$ cat src/rtl/sop_truth_sweep_if.sv
// Bundles the table-load, sweep and evaluation signals of sop_truth_sweep.
// The master side drives requests and the slave side (the engine) returns results.
interface sop_truth_sweep_if #(
  parameter int N = 5
);
  localparam int TW = 1 << N;

  logic          tt_load;
  logic [TW-1:0] tt_data;
  logic          start;
  logic          busy;
  logic [N-1:0]  vec_out;
  logic          f_out;
  logic          f_valid;
  logic          done;
  logic [N:0]    ones_cnt;
  logic [N-1:0]  first_one;
  logic          none_true;
  logic          eval_en;
  logic [N-1:0]  eval_vec;
  logic          eval_out;
  logic          eval_valid;

  modport master (
    output tt_load, tt_data, start, eval_en, eval_vec,
    input  busy, vec_out, f_out, f_valid, done, ones_cnt, first_one, none_true,
           eval_out, eval_valid
  );

  modport slave (
    input  tt_load, tt_data, start, eval_en, eval_vec,
    output busy, vec_out, f_out, f_valid, done, ones_cnt, first_one, none_true,
           eval_out, eval_valid
  );
endinterface

$ cat src/rtl/sop_truth_sweep.sv
// Table-driven N-input Boolean function engine: full sweep with ones count and
// first true minterm, plus an independent one-cycle evaluation port.
module sop_truth_sweep #(
  parameter int                 N       = 5,
  parameter logic [(1<<N)-1:0]  TT_INIT = 32'hA2A0_2255
) (
  input  logic                clk,
  input  logic                rst_n,
  sop_truth_sweep_if.slave    bus
);
  localparam int TW = 1 << N;
  localparam logic [N-1:0] LAST_VEC = '1;

  typedef enum logic [1:0] {IDLE, SWEEP, DONE} state_e;

  state_e        state_q;
  logic [TW-1:0] table_q;
  logic [TW-1:0] table_d;
  logic [N-1:0]  vec_q;
  logic [N-1:0]  vec_d;
  logic          f_q;
  logic          fvalid_q;
  logic          busy_q;
  logic          done_q;
  logic [N:0]    cnt_q;
  logic [N-1:0]  first_q;
  logic          found_q;
  logic [N:0]    ones_q;
  logic [N-1:0]  firstone_q;
  logic          none_q;
  logic          evalout_q;
  logic          evalvalid_q;

  // Loads are blocked for the whole sweep so every streamed bit comes from one table.
  assign table_d = (bus.tt_load && state_q != SWEEP) ? bus.tt_data : table_q;
  assign vec_d   = vec_q + N'(1);

  always_ff @(posedge clk or negedge rst_n) begin
    if (!rst_n) begin
      state_q     <= IDLE;
      table_q     <= TT_INIT;
      vec_q       <= '0;
      f_q         <= 1'b0;
      fvalid_q    <= 1'b0;
      busy_q      <= 1'b0;
      done_q      <= 1'b0;
      cnt_q       <= '0;
      first_q     <= '0;
      found_q     <= 1'b0;
      ones_q      <= '0;
      firstone_q  <= '0;
      none_q      <= 1'b1;
      evalout_q   <= 1'b0;
      evalvalid_q <= 1'b0;
    end else begin
      table_q <= table_d;
      done_q  <= 1'b0;

      case (state_q)
        IDLE: begin
          if (bus.start) begin
            // Vector 0 is emitted on the start edge, using a same-cycle load if present.
            state_q  <= SWEEP;
            busy_q   <= 1'b1;
            fvalid_q <= 1'b1;
            vec_q    <= '0;
            f_q      <= table_d[0];
            cnt_q    <= {{N{1'b0}}, table_d[0]};
            found_q  <= table_d[0];
            first_q  <= '0;
          end else begin
            cnt_q   <= '0;
            found_q <= 1'b0;
            first_q <= '0;
          end
        end

        SWEEP: begin
          if (vec_q == LAST_VEC) begin
            state_q    <= DONE;
            busy_q     <= 1'b0;
            fvalid_q   <= 1'b0;
            done_q     <= 1'b1;
            ones_q     <= cnt_q;
            firstone_q <= found_q ? first_q : '0;
            none_q     <= ~found_q;
          end else begin
            vec_q <= vec_d;
            f_q   <= table_q[vec_d];
            if (table_q[vec_d]) begin
              cnt_q <= cnt_q + (N+1)'(1);
              if (!found_q) begin
                found_q <= 1'b1;
                first_q <= vec_d;
              end
            end
          end
        end

        DONE: begin
          state_q <= IDLE;
        end

        default: begin
          state_q <= IDLE;
        end
      endcase

      // The evaluation port reads the table as it stood before any same-cycle load.
      if (bus.eval_en) begin
        evalout_q   <= table_q[bus.eval_vec];
        evalvalid_q <= 1'b1;
      end else begin
        evalvalid_q <= 1'b0;
      end
    end
  end

  assign bus.busy       = busy_q;
  assign bus.vec_out    = vec_q;
  assign bus.f_out      = f_q;
  assign bus.f_valid    = fvalid_q;
  assign bus.done       = done_q;
  assign bus.ones_cnt   = ones_q;
  assign bus.first_one  = firstone_q;
  assign bus.none_true  = none_q;
  assign bus.eval_out   = evalout_q;
  assign bus.eval_valid = evalvalid_q;
endmodule
$ cat src/flat_wrapper.sv
// flat-port wrapper written by rule: the top's interface ports become plain ports
module sop_truth_sweep_flat 
#(
  parameter int                 N       = 5,
  parameter logic [(1<<N)-1:0]  TT_INIT = 32'hA2A0_2255
)
  (clk, rst_n, bus_tt_load, bus_tt_data, bus_start, bus_eval_en, bus_eval_vec, bus_busy, bus_vec_out, bus_f_out, bus_f_valid, bus_done, bus_ones_cnt, bus_first_one, bus_none_true, bus_eval_out, bus_eval_valid);
  sop_truth_sweep_if #(.N(N)) bus_i ();
  input  logic clk;
  input  logic rst_n;
  input wire logic [$bits(bus_i.tt_load)-1:0] bus_tt_load;
  input wire logic [$bits(bus_i.tt_data)-1:0] bus_tt_data;
  input wire logic [$bits(bus_i.start)-1:0] bus_start;
  input wire logic [$bits(bus_i.eval_en)-1:0] bus_eval_en;
  input wire logic [$bits(bus_i.eval_vec)-1:0] bus_eval_vec;
  output wire logic [$bits(bus_i.busy)-1:0] bus_busy;
  output wire logic [$bits(bus_i.vec_out)-1:0] bus_vec_out;
  output wire logic [$bits(bus_i.f_out)-1:0] bus_f_out;
  output wire logic [$bits(bus_i.f_valid)-1:0] bus_f_valid;
  output wire logic [$bits(bus_i.done)-1:0] bus_done;
  output wire logic [$bits(bus_i.ones_cnt)-1:0] bus_ones_cnt;
  output wire logic [$bits(bus_i.first_one)-1:0] bus_first_one;
  output wire logic [$bits(bus_i.none_true)-1:0] bus_none_true;
  output wire logic [$bits(bus_i.eval_out)-1:0] bus_eval_out;
  output wire logic [$bits(bus_i.eval_valid)-1:0] bus_eval_valid;
  assign bus_i.tt_load = bus_tt_load;
  assign bus_i.tt_data = bus_tt_data;
  assign bus_i.start = bus_start;
  assign bus_i.eval_en = bus_eval_en;
  assign bus_i.eval_vec = bus_eval_vec;
  assign bus_busy = bus_i.busy;
  assign bus_vec_out = bus_i.vec_out;
  assign bus_f_out = bus_i.f_out;
  assign bus_f_valid = bus_i.f_valid;
  assign bus_done = bus_i.done;
  assign bus_ones_cnt = bus_i.ones_cnt;
  assign bus_first_one = bus_i.first_one;
  assign bus_none_true = bus_i.none_true;
  assign bus_eval_out = bus_i.eval_out;
  assign bus_eval_valid = bus_i.eval_valid;
  sop_truth_sweep #(.N(N), .TT_INIT(TT_INIT)) u_core (.clk(clk), .rst_n(rst_n), .bus(bus_i));
endmodule
$ cat config.mk
export PLATFORM = sky130hd
export DESIGN_NAME = sop_truth_sweep_flat
export DESIGN_NICKNAME = d
export VERILOG_FILES = /design/src/rtl/sop_truth_sweep_if.sv /design/src/rtl/sop_truth_sweep.sv /design/src/flat_wrapper.sv
export SDC_FILE = /design/constraint.sdc
export NUM_CORES = 1
export LEC_CHECK = 0
export ABC_AREA = 0
export CAP_MARGIN = 30
export CORE_UTILIZATION = 60
export DETAILED_ROUTE_END_ITERATION = 7
export DONT_BUFFER_PORTS = 1
export MAX_ROUTING_LAYER = met4
export PLACE_DENSITY = 0.81
export SYNTH_ARGS = -nofsm -noshare
export SYNTH_HDL_FRONTEND = slang
export SYNTH_SLANG_ARGS = --single-unit
$ cat constraint.sdc
create_clock -name clk -period 8.3 [get_ports clk]
set_clock_uncertainty 0.2 [all_clocks]
set_input_delay 1.245 -clock clk [delete_from_list [all_inputs] [get_ports clk]]
set_output_delay 1.245 -clock clk [all_outputs]
set_load 0.02 [all_outputs]
==> out/qor.yml <==
final_layout:
  stdcell_count: 329
  multi_input_area_um2: 1580
  final_nets: 299
  areaGrowthSynthToFinish_pct: 6.87
  fill_cells: 381
  seq_area_um2: 1720
  drive_gt1_share_pct: 34.7
  diodes: 0
clock_tree:
  clk_path_buf_depth: 2
  clock_latency_ns: 0.33
  clkSlewWorstSetupHoldPaths_ns: 0.07
  clock-sinks: 68
  h-tree-depth: 3
  cts_resized: 0
  holdBufCountCts: 0
  cts_tree: "built"
  cts_setup_buffers: 0
  cts_buffers: 9
  clockRootBuffer: "clkbuf_8"
synthesis:
  ys_ff_latch: 68
  yosysMostFrequentCell: "dfrtp_1"
  yosysSeqAreaShare_pct: 50.7
  ys_async_sr_fraction_pct: 100
  syn_area_per_cell_um2: 13.3
  synth_area_leaders: "dfrtp_1 41%, mux2_2 12%, dfstp_2 9.3%, mux4_2 7.3%, mux4_1 5.4%"
  synth_edf_count: 0
  synth_top_area_share_pct: 41.4
  netlist_instances: 254
  yosys-top-cells-count: "56 x dfrtp_1, 42 x nand2_1, 35 x mux2_2"
  yosysUniqueCellTypes: 45
  yosysTopAreaCell: "dfrtp_1"
  syn-cell-area_um2: 3390
  yosysWarnings: 0
  ys.flop_type: "dfrtp_1"
  synth_fp_nets: 299
floorplanning:
  core_area_um2: 5270
  rows: 26
  die_y_um: 77.1
  start_util_pct: 64.3
  io_pins: 65
  die_w_um: 77.1
  dieArea_um2: 5950
sta:
  setup_violations: 0
  period_needed_ns: 3.32
  tightest_slew_ns: 0.733
  slew_headroom_pct: 51.1
  fmax_mhz: 301
  timing.final.hold_violations: 0
  drv_slew: 0
  rsz0062_at_grt: "no"
  fin_setup_tns_ns: 0
  period_share_pct: 40.0
  whs_ns: 0.307
route:
  wl_um: 6370
  wl_per_cell_um: 19.4
  via_per_inst: 6.26
  first_pass_iters: 5
  dr.first_iter.drc_count: 127
  antenna_left: 0
  routed-via-count: 2058
  drc: 0
placement:
  dp_hpwl_um: 4570
  portBuffers: 0
  place_inst: 313
  gp_congestion: 0.825
setup_path:
  worstPathRequired_ns: 8.32
  slowest_stage: "dfrtp_1"
  cp_max_fo: 14
  crit_path_start_kind: "flip-flop"
  critPathTopFamily: "multiplexers"
  r2r_start: "u_core.bus.vec_out[0]$_DFFE_PN0P_"
  cp_data_arrival_time_ns: 3.34
  cp_num_buf_inv: 0
  path_class: "reg -> reg"
  crit_path_cell_trace: "ha_1 -> mux4_1 -> mux2_2 -> o41ai_4 -> nor2_2 -> nand2_1 -> a2bb2o_4"
  startpoint: "u_core.bus.vec_out[0]$_DFFE_PN0P_"
  cp-end-kind: "flip-flop"
  cpPeakStageDelay_ns: 0.66
status:
  status: "finished clean"
power:
  peakVddDrop_mv: 0.214
  power_mw: 1.57
  p_leak_nw: 1.61
  power.density_nw_per_um2: 434
grt:
  grt_pass1_vias: 2183
  grt.overflow.total: 0
  track_usage_pct: 24.4
  grt_pass1_wl_um: 10700
  antenna_found_initial: 0
  grt_max_degree: 69
hold_path:
  worstHoldStart: "u_core.cnt_q[5]$_DFFE_PN0P_"
  hp-class: "reg -> reg"
run:
  max-cap-violations: 0
## worst min-delay path, cell delays in order, from the launching register on
cell	delay [ns]
dfrtp_1	0.37
nand2_1	0.06
nand2_1	0.05
## layout make-up
type / count / area share, %
multi-input cells: 169 / 43.6
well taps: 70 / 2.42
flip-flops and latches: 68 / 47.4
inverters: 5 / 0.518
repair buffers: 1 / 0.207
clock buffers: 16 / 5.81
## routing by layer
metal | track usage [%] | wire [µm]
met5 | - | 0
met4 | 12.1 | 146
met3 | 5.12 | 296
met2 | 39.4 | 3260
met1 | 29.2 | 2670
## power breakdown
group | internal [mW] | switching [mW] | total [mW]
Clock | 0.158 | 0.115 | 0.273
Combinational | 0.345 | 0.288 | 0.632
Sequential | 0.488 | 0.178 | 0.666
## registers in the layout, summed over array words and instances, names as in the netlist
register,cells
u_core.bus.done,1
u_core.table_q,32
u_core.found_q,1
u_core.bus.f_valid,1
u_core.bus.eval_valid,1
u_core.bus.first_one,5
u_core.cnt_q,6
u_core.first_q,5
u_core.bus.vec_out,5
u_core.bus.f_out,1
u_core.bus.ones_cnt,6
u_core.state_q,2
u_core.bus.eval_out,1
u_core.bus.none_true,1
## through the flow
stage / area, µm² / setup WS (ns) / utilization (%)
after detailed placement: 3410 / 4.98 / 64.7
after floorplan: 3390 / 5.13 / -
after CTS: 3620 / 4.96 / 68.7
final: 3620 / 4.98 / 68.7
after global routing: 3620 / 4.82 / 68.7
after global placement: 3410 / 5.05 / 64.7
## final timing paths
path                                                           end  slack, ns  depth (start not counted)
max in group asynchronous           u_core.table_q[13]$_DFFE_PN1N_       7.29                          0
worst max register to register       u_core.first_q[4]$_DFFE_PN0P_       4.98                          7
worst min-delay path            u_core.bus.ones_cnt[5]$_DFFE_PN0P_       0.31                          2
worst min register to register  u_core.bus.ones_cnt[5]$_DFFE_PN0P_       0.31                          2
worst max-delay path                 u_core.first_q[4]$_DFFE_PN0P_       4.98                          7
min in group asynchronous       u_core.bus.ones_cnt[3]$_DFFE_PN0P_       0.40                          0
## kinds of logic (layout without fill, tap and decap cells)
| family | Yosys count | after routing | synth area share (%) |
|---|---|---|---|
| and+or+nand+nor | 72 | 72 | 9.38 |
| DFF | 68 | 68 | 50.7 |
| muxes | 58 | 58 | 26.0 |
| AOI/OAI and AO/OA | 33 | 33 | 8.57 |
| buffers and inverters | 17 | 22 | 2.70 |
| adders and majority gates | 3 | 3 | 1.11 |
| xor gates and xnor gates | 3 | 3 | 1.55 |
## cell usage in the layout (no fill, tap or decap), types with 2 or more instances in the layout
| cell | count |
|---|---|
| mux4_1 | 7 |
| clkbuf_8 | 15 |
| nand2_1 | 42 |
| or3_1 | 2 |
| inv_1 | 4 |
| nor2_1 | 7 |
| o21ai_1 | 2 |
| dfstp_2 | 12 |
| ha_1 | 3 |
| or2_2 | 2 |
| mux2i_1 | 4 |
| a21oi_1 | 4 |
| dfrtp_1 | 56 |
| nand4_1 | 3 |
| nand3_1 | 8 |
| mux4_2 | 11 |
| nand2b_1 | 2 |
| mux2_2 | 35 |
| a22o_1 | 2 |
| nor2_2 | 2 |
| o2bb2ai_1 | 4 |
| o21ai_0 | 11 |
Note: power is estimated with default switching activity, not from simulation.
